[src/rtl/chi5pc_req_tgtid_check.sv]
// CHI5 REQ TgtID checker: region-table expected TgtID compare plus link-credit tracking.
// Optional first-mismatch log enabled by defining CHI5PC_REQ_TGTID_LOG_EN.

module chi5pc_req_region_ent #(
    parameter int ADDR_W = 44,
    parameter int NID_W  = 7
) (
    input  logic              clk,
    input  logic              rst,
    input  logic              wr,
    input  logic [ADDR_W-1:0] cfg_base,
    input  logic [ADDR_W-1:0] cfg_mask,
    input  logic [NID_W-1:0]  cfg_tgt,
    input  logic              cfg_en,
    input  logic [ADDR_W-1:0] addr,
    output logic              hit,
    output logic [NID_W-1:0]  tgt
);
    logic              en;
    logic [ADDR_W-1:0] base;
    logic [ADDR_W-1:0] mask;

    always_ff @(posedge clk or posedge rst) begin
        if (rst) begin
            en   <= 1'b0;
            base <= '0;
            mask <= '0;
            tgt  <= '0;
        end else if (wr) begin
            en   <= cfg_en;
            base <= cfg_base;
            mask <= cfg_mask;
            tgt  <= cfg_tgt;
        end
    end

    assign hit = en && ((addr & mask) == (base & mask));
endmodule

module chi5pc_req_tgtid_check #(
    parameter int ADDR_W      = 44,
    parameter int NID_W       = 7,
    parameter int OPC_W       = 6,
    parameter int NUM_REG     = 8,
    parameter int MAX_CRD     = 15,
    parameter int DEFAULT_TGT = 0
) (
    input  logic              SCLK,
    input  logic              SRESET,
    input  logic              REQFLITV,
    input  logic [OPC_W-1:0]  REQ_OPCODE,
    input  logic [ADDR_W-1:0] REQ_ADDR,
    input  logic [NID_W-1:0]  REQ_TGTID,
    input  logic              REQLCRDV,
    input  logic              cfg_wr,
    input  logic [3:0]        cfg_idx,
    input  logic [ADDR_W-1:0] cfg_base,
    input  logic [ADDR_W-1:0] cfg_mask,
    input  logic [NID_W-1:0]  cfg_tgt,
    input  logic              cfg_en,
    output logic              exp_valid,
    output logic [NID_W-1:0]  exp_tgtid,
    output logic              err_tgtid,
    output logic              err_no_crd,
    output logic              err_crd_ovf,
    output logic [3:0]        crd_cnt,
    output logic [15:0]       mis_cnt,
    output logic              log_valid,
    output logic [ADDR_W-1:0] log_addr,
    output logic [NID_W-1:0]  log_exp,
    output logic [NID_W-1:0]  log_act
);
    localparam int STAGES = 1;

    localparam logic [OPC_W-1:0] OPC_LCRDRET  = OPC_W'('h00);
    localparam logic [OPC_W-1:0] OPC_EOBARR   = OPC_W'('h0C);
    localparam logic [OPC_W-1:0] OPC_ECBARR   = OPC_W'('h0D);
    localparam logic [OPC_W-1:0] OPC_DVMOP    = OPC_W'('h14);

    logic [STAGES:0]   vld_pipe;
    logic [OPC_W-1:0]  s1_opc;
    logic [ADDR_W-1:0] s1_addr;
    logic [NID_W-1:0]  s1_tgt;

    logic [NUM_REG-1:0]            ent_hit;
    logic [NUM_REG-1:0][NID_W-1:0] ent_tgt;
    logic [NID_W-1:0]              lk_tgt;

    logic             s2_pass;
    logic             s2_ev;
    logic [NID_W-1:0] s2_exp;
    logic             s2_err;

    // S1: capture the flit; vld_pipe[0] marks S1 occupancy, vld_pipe[1] drives exp_valid.
    always_ff @(posedge SCLK or posedge SRESET) begin
        if (SRESET) begin
            vld_pipe[0] <= 1'b0;
            s1_opc      <= '0;
            s1_addr     <= '0;
            s1_tgt      <= '0;
        end else begin
            vld_pipe[0] <= REQFLITV;
            if (REQFLITV) begin
                s1_opc  <= REQ_OPCODE;
                s1_addr <= REQ_ADDR;
                s1_tgt  <= REQ_TGTID;
            end
        end
    end

    for (genvar i = 0; i < NUM_REG; i++) begin : g_ent
        chi5pc_req_region_ent #(
            .ADDR_W (ADDR_W),
            .NID_W  (NID_W)
        ) u_ent (
            .clk      (SCLK),
            .rst      (SRESET),
            .wr       (cfg_wr && (cfg_idx == 4'(i))),
            .cfg_base (cfg_base),
            .cfg_mask (cfg_mask),
            .cfg_tgt  (cfg_tgt),
            .cfg_en   (cfg_en),
            .addr     (s1_addr),
            .hit      (ent_hit[i]),
            .tgt      (ent_tgt[i])
        );
    end

    // Descending scan so the lowest-index hit wins.
    always_comb begin
        lk_tgt = NID_W'(DEFAULT_TGT);
        for (int i = NUM_REG - 1; i >= 0; i--) begin
            if (ent_hit[i]) lk_tgt = ent_tgt[i];
        end
    end

    assign s2_pass = (s1_opc == OPC_EOBARR) || (s1_opc == OPC_ECBARR) || (s1_opc == OPC_DVMOP);
    assign s2_ev   = vld_pipe[0] && (s1_opc != OPC_LCRDRET);
    assign s2_exp  = s2_pass ? s1_tgt : lk_tgt;
    assign s2_err  = s2_ev && (s2_exp != s1_tgt);

    // S2: register compare results.
    always_ff @(posedge SCLK or posedge SRESET) begin
        if (SRESET) begin
            vld_pipe[STAGES] <= 1'b0;
            exp_tgtid        <= '0;
            err_tgtid        <= 1'b0;
            mis_cnt          <= '0;
        end else begin
            vld_pipe[STAGES] <= s2_ev;
            err_tgtid        <= s2_err;
            if (s2_ev) exp_tgtid <= s2_exp;
            if (s2_err && (mis_cnt != 16'hFFFF)) mis_cnt <= mis_cnt + 16'd1;
        end
    end

    assign exp_valid = vld_pipe[STAGES];

    // Credits: a grant in the same cycle as a flit at zero cannot cover that flit.
    always_ff @(posedge SCLK or posedge SRESET) begin
        if (SRESET) begin
            crd_cnt     <= '0;
            err_no_crd  <= 1'b0;
            err_crd_ovf <= 1'b0;
        end else begin
            err_no_crd  <= 1'b0;
            err_crd_ovf <= 1'b0;
            case ({REQLCRDV, REQFLITV})
                2'b10: begin
                    if (crd_cnt == 4'(MAX_CRD)) err_crd_ovf <= 1'b1;
                    else                         crd_cnt     <= crd_cnt + 4'd1;
                end
                2'b01: begin
                    if (crd_cnt == 4'd0) err_no_crd <= 1'b1;
                    else                 crd_cnt    <= crd_cnt - 4'd1;
                end
                2'b11: begin
                    if (crd_cnt == 4'd0) begin
                        err_no_crd <= 1'b1;
                        crd_cnt    <= 4'd1;
                    end
                end
                default: ;
            endcase
        end
    end

`ifdef CHI5PC_REQ_TGTID_LOG_EN
    always_ff @(posedge SCLK or posedge SRESET) begin
        if (SRESET) begin
            log_valid <= 1'b0;
            log_addr  <= '0;
            log_exp   <= '0;
            log_act   <= '0;
        end else if (s2_err && !log_valid) begin
            log_valid <= 1'b1;
            log_addr  <= s1_addr;
            log_exp   <= s2_exp;
            log_act   <= s1_tgt;
        end
    end
`else
    assign log_valid = 1'b0;
    assign log_addr  = '0;
    assign log_exp   = '0;
    assign log_act   = '0;
`endif
endmodule

[config.mk]
export PLATFORM = sky130hd
export DESIGN_NAME = chi5pc_req_tgtid_check
export DESIGN_NICKNAME = d
export VERILOG_FILES = /design/src/rtl/chi5pc_req_tgtid_check.sv
export SDC_FILE = /design/constraint.sdc
export NUM_CORES = 2
export LEC_CHECK = 0
export BUFFER_PORTS_ARGS = -buffer_cell sky130_fd_sc_hd__buf_2
export CAP_MARGIN = 15
export CELL_PAD_IN_SITES_DETAIL_PLACEMENT = 1
export CELL_PAD_IN_SITES_GLOBAL_PLACEMENT = 1
export CORE_MARGIN = 4
export CORE_UTILIZATION = 35
export CTS_CLUSTER_DIAMETER = 30
export DETAILED_ROUTE_END_ITERATION = 12
export PLACE_DENSITY = 0.62
export RECOVER_POWER = 25
export SYNTH_ARGS = -nofsm -noshare
export SYNTH_HDL_FRONTEND = slang
export SYNTH_HIERARCHICAL = 1
export SYNTH_SLANG_ARGS = --single-unit
[constraint.sdc]
create_clock -name SCLK -period 8.5 [get_ports SCLK]
set_clock_uncertainty 0.2 [all_clocks]
set_input_delay 0 -clock SCLK [delete_from_list [all_inputs] [get_ports SCLK]]
set_output_delay 0 -clock SCLK [all_outputs]
set_load 0.005 [all_outputs]
==> Flow_metrics.wiki <==
{| class="wikitable"
! Metric !! Value
|-
| Result of the run || finished, violations left
|-
| Violations in the final reports || capacitance limit, slew limit
|-
| Post-CTS Hold Buffers || about 330
|-
| Leakage power of the design || roughly 23 nW
|-
| Die height || roughly 340 um
|-
| Post-CTS Setup Inserts || 0
|-
| Buffers and inverters on the worst path || 0
|-
| # IOs || 252
|-
| HPWL Detailed || 74100 um
|-
| Startpoint class of the critical path || register
|-
| Worst EP required || 8.92 ns
|-
| Final critical-path required period || 5.73 ns
|-
| Worst-Margin Slew || between 4 and 5 ns
|-
| Number of design-rule violations left by the first detailed-router iteration || 991
|-
| Number of hold-slack violations in the final timing report || 0
|-
| Number of routed nets with antenna violations || 0
|-
| Data arrival time of the critical path || 6.15 ns
|-
| Post-Route Setup TNS || 0 ns
|-
| Global-route wire length before repair || between 150000 and 200000 um
|-
| Pin count of the biggest net entering global routing || 67
|-
| PostCTS Resize Cnt || 0
|-
| Area of the die || 115000 um2
|-
| Yosys warns || 6
|-
| Number of synthesized register bits || 857
|-
| Number of antenna violations at the first check in global routing || 5
|-
| Most area-hungry cell type in the Yosys netlist || sky130_fd_sc_hd__dfrtp_1
|-
| CTS tree || done
|-
| Overall via count from detail_route || 24.9k
|-
| Clock-pin slew on the worst setup and hold paths || 0.05 ns
|-
| Family with the most delay on the worst path || compound AO/OA/AOI/OAI gates
|-
| Post-synthesis to final-layout area growth || 33.8%
|-
| Total of max-cap violations || 11
|-
| Relative slew margins || -184%
|-
| Share of the clock period used by the worst path || 67.5%
|-
| Top cells by count, synth || sky130_fd_sc_hd__dfrtp_1, sky130_fd_sc_hd__mux2_2, sky130_fd_sc_hd__xor2_1
|-
| Average vias per placed instance || 5.07
|-
| Delay contributed by the slowest stage of the critical path || roughly 0.88 ns
|-
| Vias in the first global route || about 29k
|-
| Setup Crit Path Kind || reg -> reg
|-
| Peak VDD IR || 0.190 mV
|-
| Remaining global-route overflow || 0
|-
| Endpoints failing setup || 0
|-
| Ratio of cells with drive above 1 in the final layout || 36.7%
|-
| Combined global-route utilization of all metal layers || 20.5%
|-
| Post-Synthesis Cell Area || 38400 um2
|-
| Hold crit path type || in -> reg
|-
| Port Buffers || 192
|-
| Core area || 109000 um2
|-
| Die width || 339 um
|-
| Fillers || 10.8k
|-
| Root buffer selected by CTS || sky130_fd_sc_hd__clkbuf_16
|-
| Maximum fanout along the worst path || 15
|-
| Chain of cells forming the critical path || xor2_1 -> a22o_1 -> a221oi_1 -> nand4_1 -> nor4_4 -> a21boi_0 -> a2111oi_0 -> o22ai_1 -> a2111oi_2 -> o2111ai_1 -> o31a_4 -> nor2_8 -> mux2_1
|-
| Fraction of post-synthesis cell area in the top cell type by area || 55.8%
|-
| Post-route total power || 16.5 mW
|-
| Total CTS buffers || 197
|-
| Total power density per cell area || 321 nW/um2
|-
| Number of cell rows || between 100 and 150
|-
| Unrepaired setup endpoints after global routing || false
|-
| WP depth || 13
|-
| Drt wl/cell || 24.1 um
|-
| Final Max Slew Viols || 492
|-
| Number of different library cells in the post-synthesis netlist || between 70 and 80
|-
| FFs w/ async S/R, synth || 100%
|-
| Most common flop cell mapped by yosys || sky130_fd_sc_hd__dfrtp_1
|-
| Source-to-sink clock delay at the later pin of the worst-skew pair || 0.76 ns
|-
| Net total in the final layout || 3480
|-
| First drt pass iteration count || 7
|-
| Clock sink total || ~860
|-
| Initial cell density of the core || 35.3%
|-
| Max Fclk || 0.174 GHz
|-
| Pre-CTS setup slack || 2.93 ns
|-
| Drc violations || 0
|-
| Post-Syn Area per Cell || roughly 14 um2
|-
| Area contributors post-synth || sky130_fd_sc_hd__dfrtp_1, sky130_fd_sc_hd__mux2_2, sky130_fd_sc_hd__xor2_1, sky130_fd_sc_hd__mux2_1, sky130_fd_sc_hd__a221oi_2
|-
| Endpoint kind of the worst setup timing path || register
|-
| Sequential-to-total area share from yosys stat || ~56%
|-
| Number of instances on the worst hold path || 3
|-
| Final WL || between 100000 and 150000 um
|-
| Max Buffers Root-to-Sink || 3
|-
| Slowest cell on crit path || sky130_fd_sc_hd__nor4_4
|-
| Syn Inst Count || 2664
|-
| Final weighted congestion of routability-driven global placement || 0.787
|-
| R2R depth || 13
|-
| H-tree depth reported by CTS || 4
|-
| Most frequent cell after synthesis || sky130_fd_sc_hd__dfrtp_1
|-
| Final setup slack of the worst path || 2.77 ns
|-
| EDFF count, synth || 0
|}
## state kept, by name, indices dropped and copies added (netlist names)
signal	count
g_ent.u_ent/base	352
g_ent.u_ent/mask	352
g_ent.u_ent/tgt	56
s1_addr	44
mis_cnt	16
g_ent.u_ent/en	8
exp_tgtid	7
s1_tgt	7
s1_opc	6
crd_cnt	4
err_crd_ovf	1
err_no_crd	1
err_tgtid	1
exp_valid	1
vld_pipe	1
## stage by stage
stage / cells / instance area (um2) / hold WS, ns / utilization (%)
detailed placement: 4195 / 40700 / 0.0378 / 37.4
floorplan: 2722 / 38600 / -0.169 / -
global placement: 4195 / 40700 / 0.0322 / 37.4
global route: 4901 / 51400 / 0.0219 / 47.2
finish: 4905 / 51400 / 0.0600 / 47.2
CTS: 4900 / 51500 / 0.00578 / 47.2
## cell families (layout without fill, tap and decap cells)
| kind of cell | count (synthesis) | count (layout) | share of synthesized area [%] |
|---|---|---|---|
| flops | 857 | 857 | 55.8 |
| mux | 829 | 829 | 24.3 |
| xor+xnor | 368 | 368 | 8.39 |
| compound gates | 252 | 252 | 6.14 |
| buf+inv | 186 | 950 | 2.71 |
| simple gates | 167 | 167 | 2.51 |
| fa+ha+maj | 4 | 4 | 0.150 |
| other cells | 1 | 64 | 0.00976 |
## cell type report
class,instances,area (um2),area share (%)
sequential,857,21400,41.7
multi-input combinational,1679,16200,31.5
clock buffer,264,5600,10.9
timing repair buffer,556,4470,8.70
clock inverter,107,1800,3.51
tap,1414,1770,3.44
inverter,23,104,0.202
antenna,5,12.5,0.0243
## cells in the final DEF (no fill, tap or decap), types with 41 or more instances in the layout
master / n
sky130_fd_sc_hd__clkbuf_16: 200
sky130_fd_sc_hd__nand2_1: 42
sky130_fd_sc_hd__mux2_1: 164
sky130_fd_sc_hd__bufinv_16: 42
sky130_fd_sc_hd__clkbuf_1: 63
sky130_fd_sc_hd__buf_2: 164
sky130_fd_sc_hd__a221oi_2: 41
sky130_fd_sc_hd__a22o_1: 64
sky130_fd_sc_hd__xor2_1: 361
sky130_fd_sc_hd__mux2_2: 663
sky130_fd_sc_hd__conb_1: 59
sky130_fd_sc_hd__dfrtp_1: 857
sky130_fd_sc_hd__dlygate4sd3_1: 334
## worst min-delay path, stage by stage
cell and delay [ns]:
sky130_fd_sc_hd__dlygate4sd3_1 0.56, sky130_fd_sc_hd__buf_2 0.23, sky130_fd_sc_hd__mux2_2 0.18
## path summary, 6_finish.rpt
path | startpoint | endpoint | slack (ns)
min in group asynchronous | SRESET | g_ent[1].u_ent/tgt[2] | 1.21
max reg2reg | s1_addr[4] | mis_cnt[1] | 2.77
min reg2reg | g_ent[4].u_ent/mask[42] | g_ent[4].u_ent/mask[42] | 0.28
max | s1_addr[4] | mis_cnt[1] | 2.77
max in group asynchronous | SRESET | g_ent[7].u_ent/base[12] | 4.82
min | cfg_mask[20] | g_ent[4].u_ent/mask[20] | 0.06
## routing by layer
metal,GRT usage [%],vias up,part of all wire (%)
met1,26.1,13162,43
met5,0,-,0.023
met3,3.81,219,4.1
met2,35.1,571,50
met4,6.84,4,2.8
li1,-,10905,-
## power breakdown
part           switching [mW]  internal, mW
registers               0.691          5.01
logic                    1.19          1.29
clock network            2.45          5.87
total                    4.33          12.2
No activity file was read; power rests on OpenSTA's default activity.
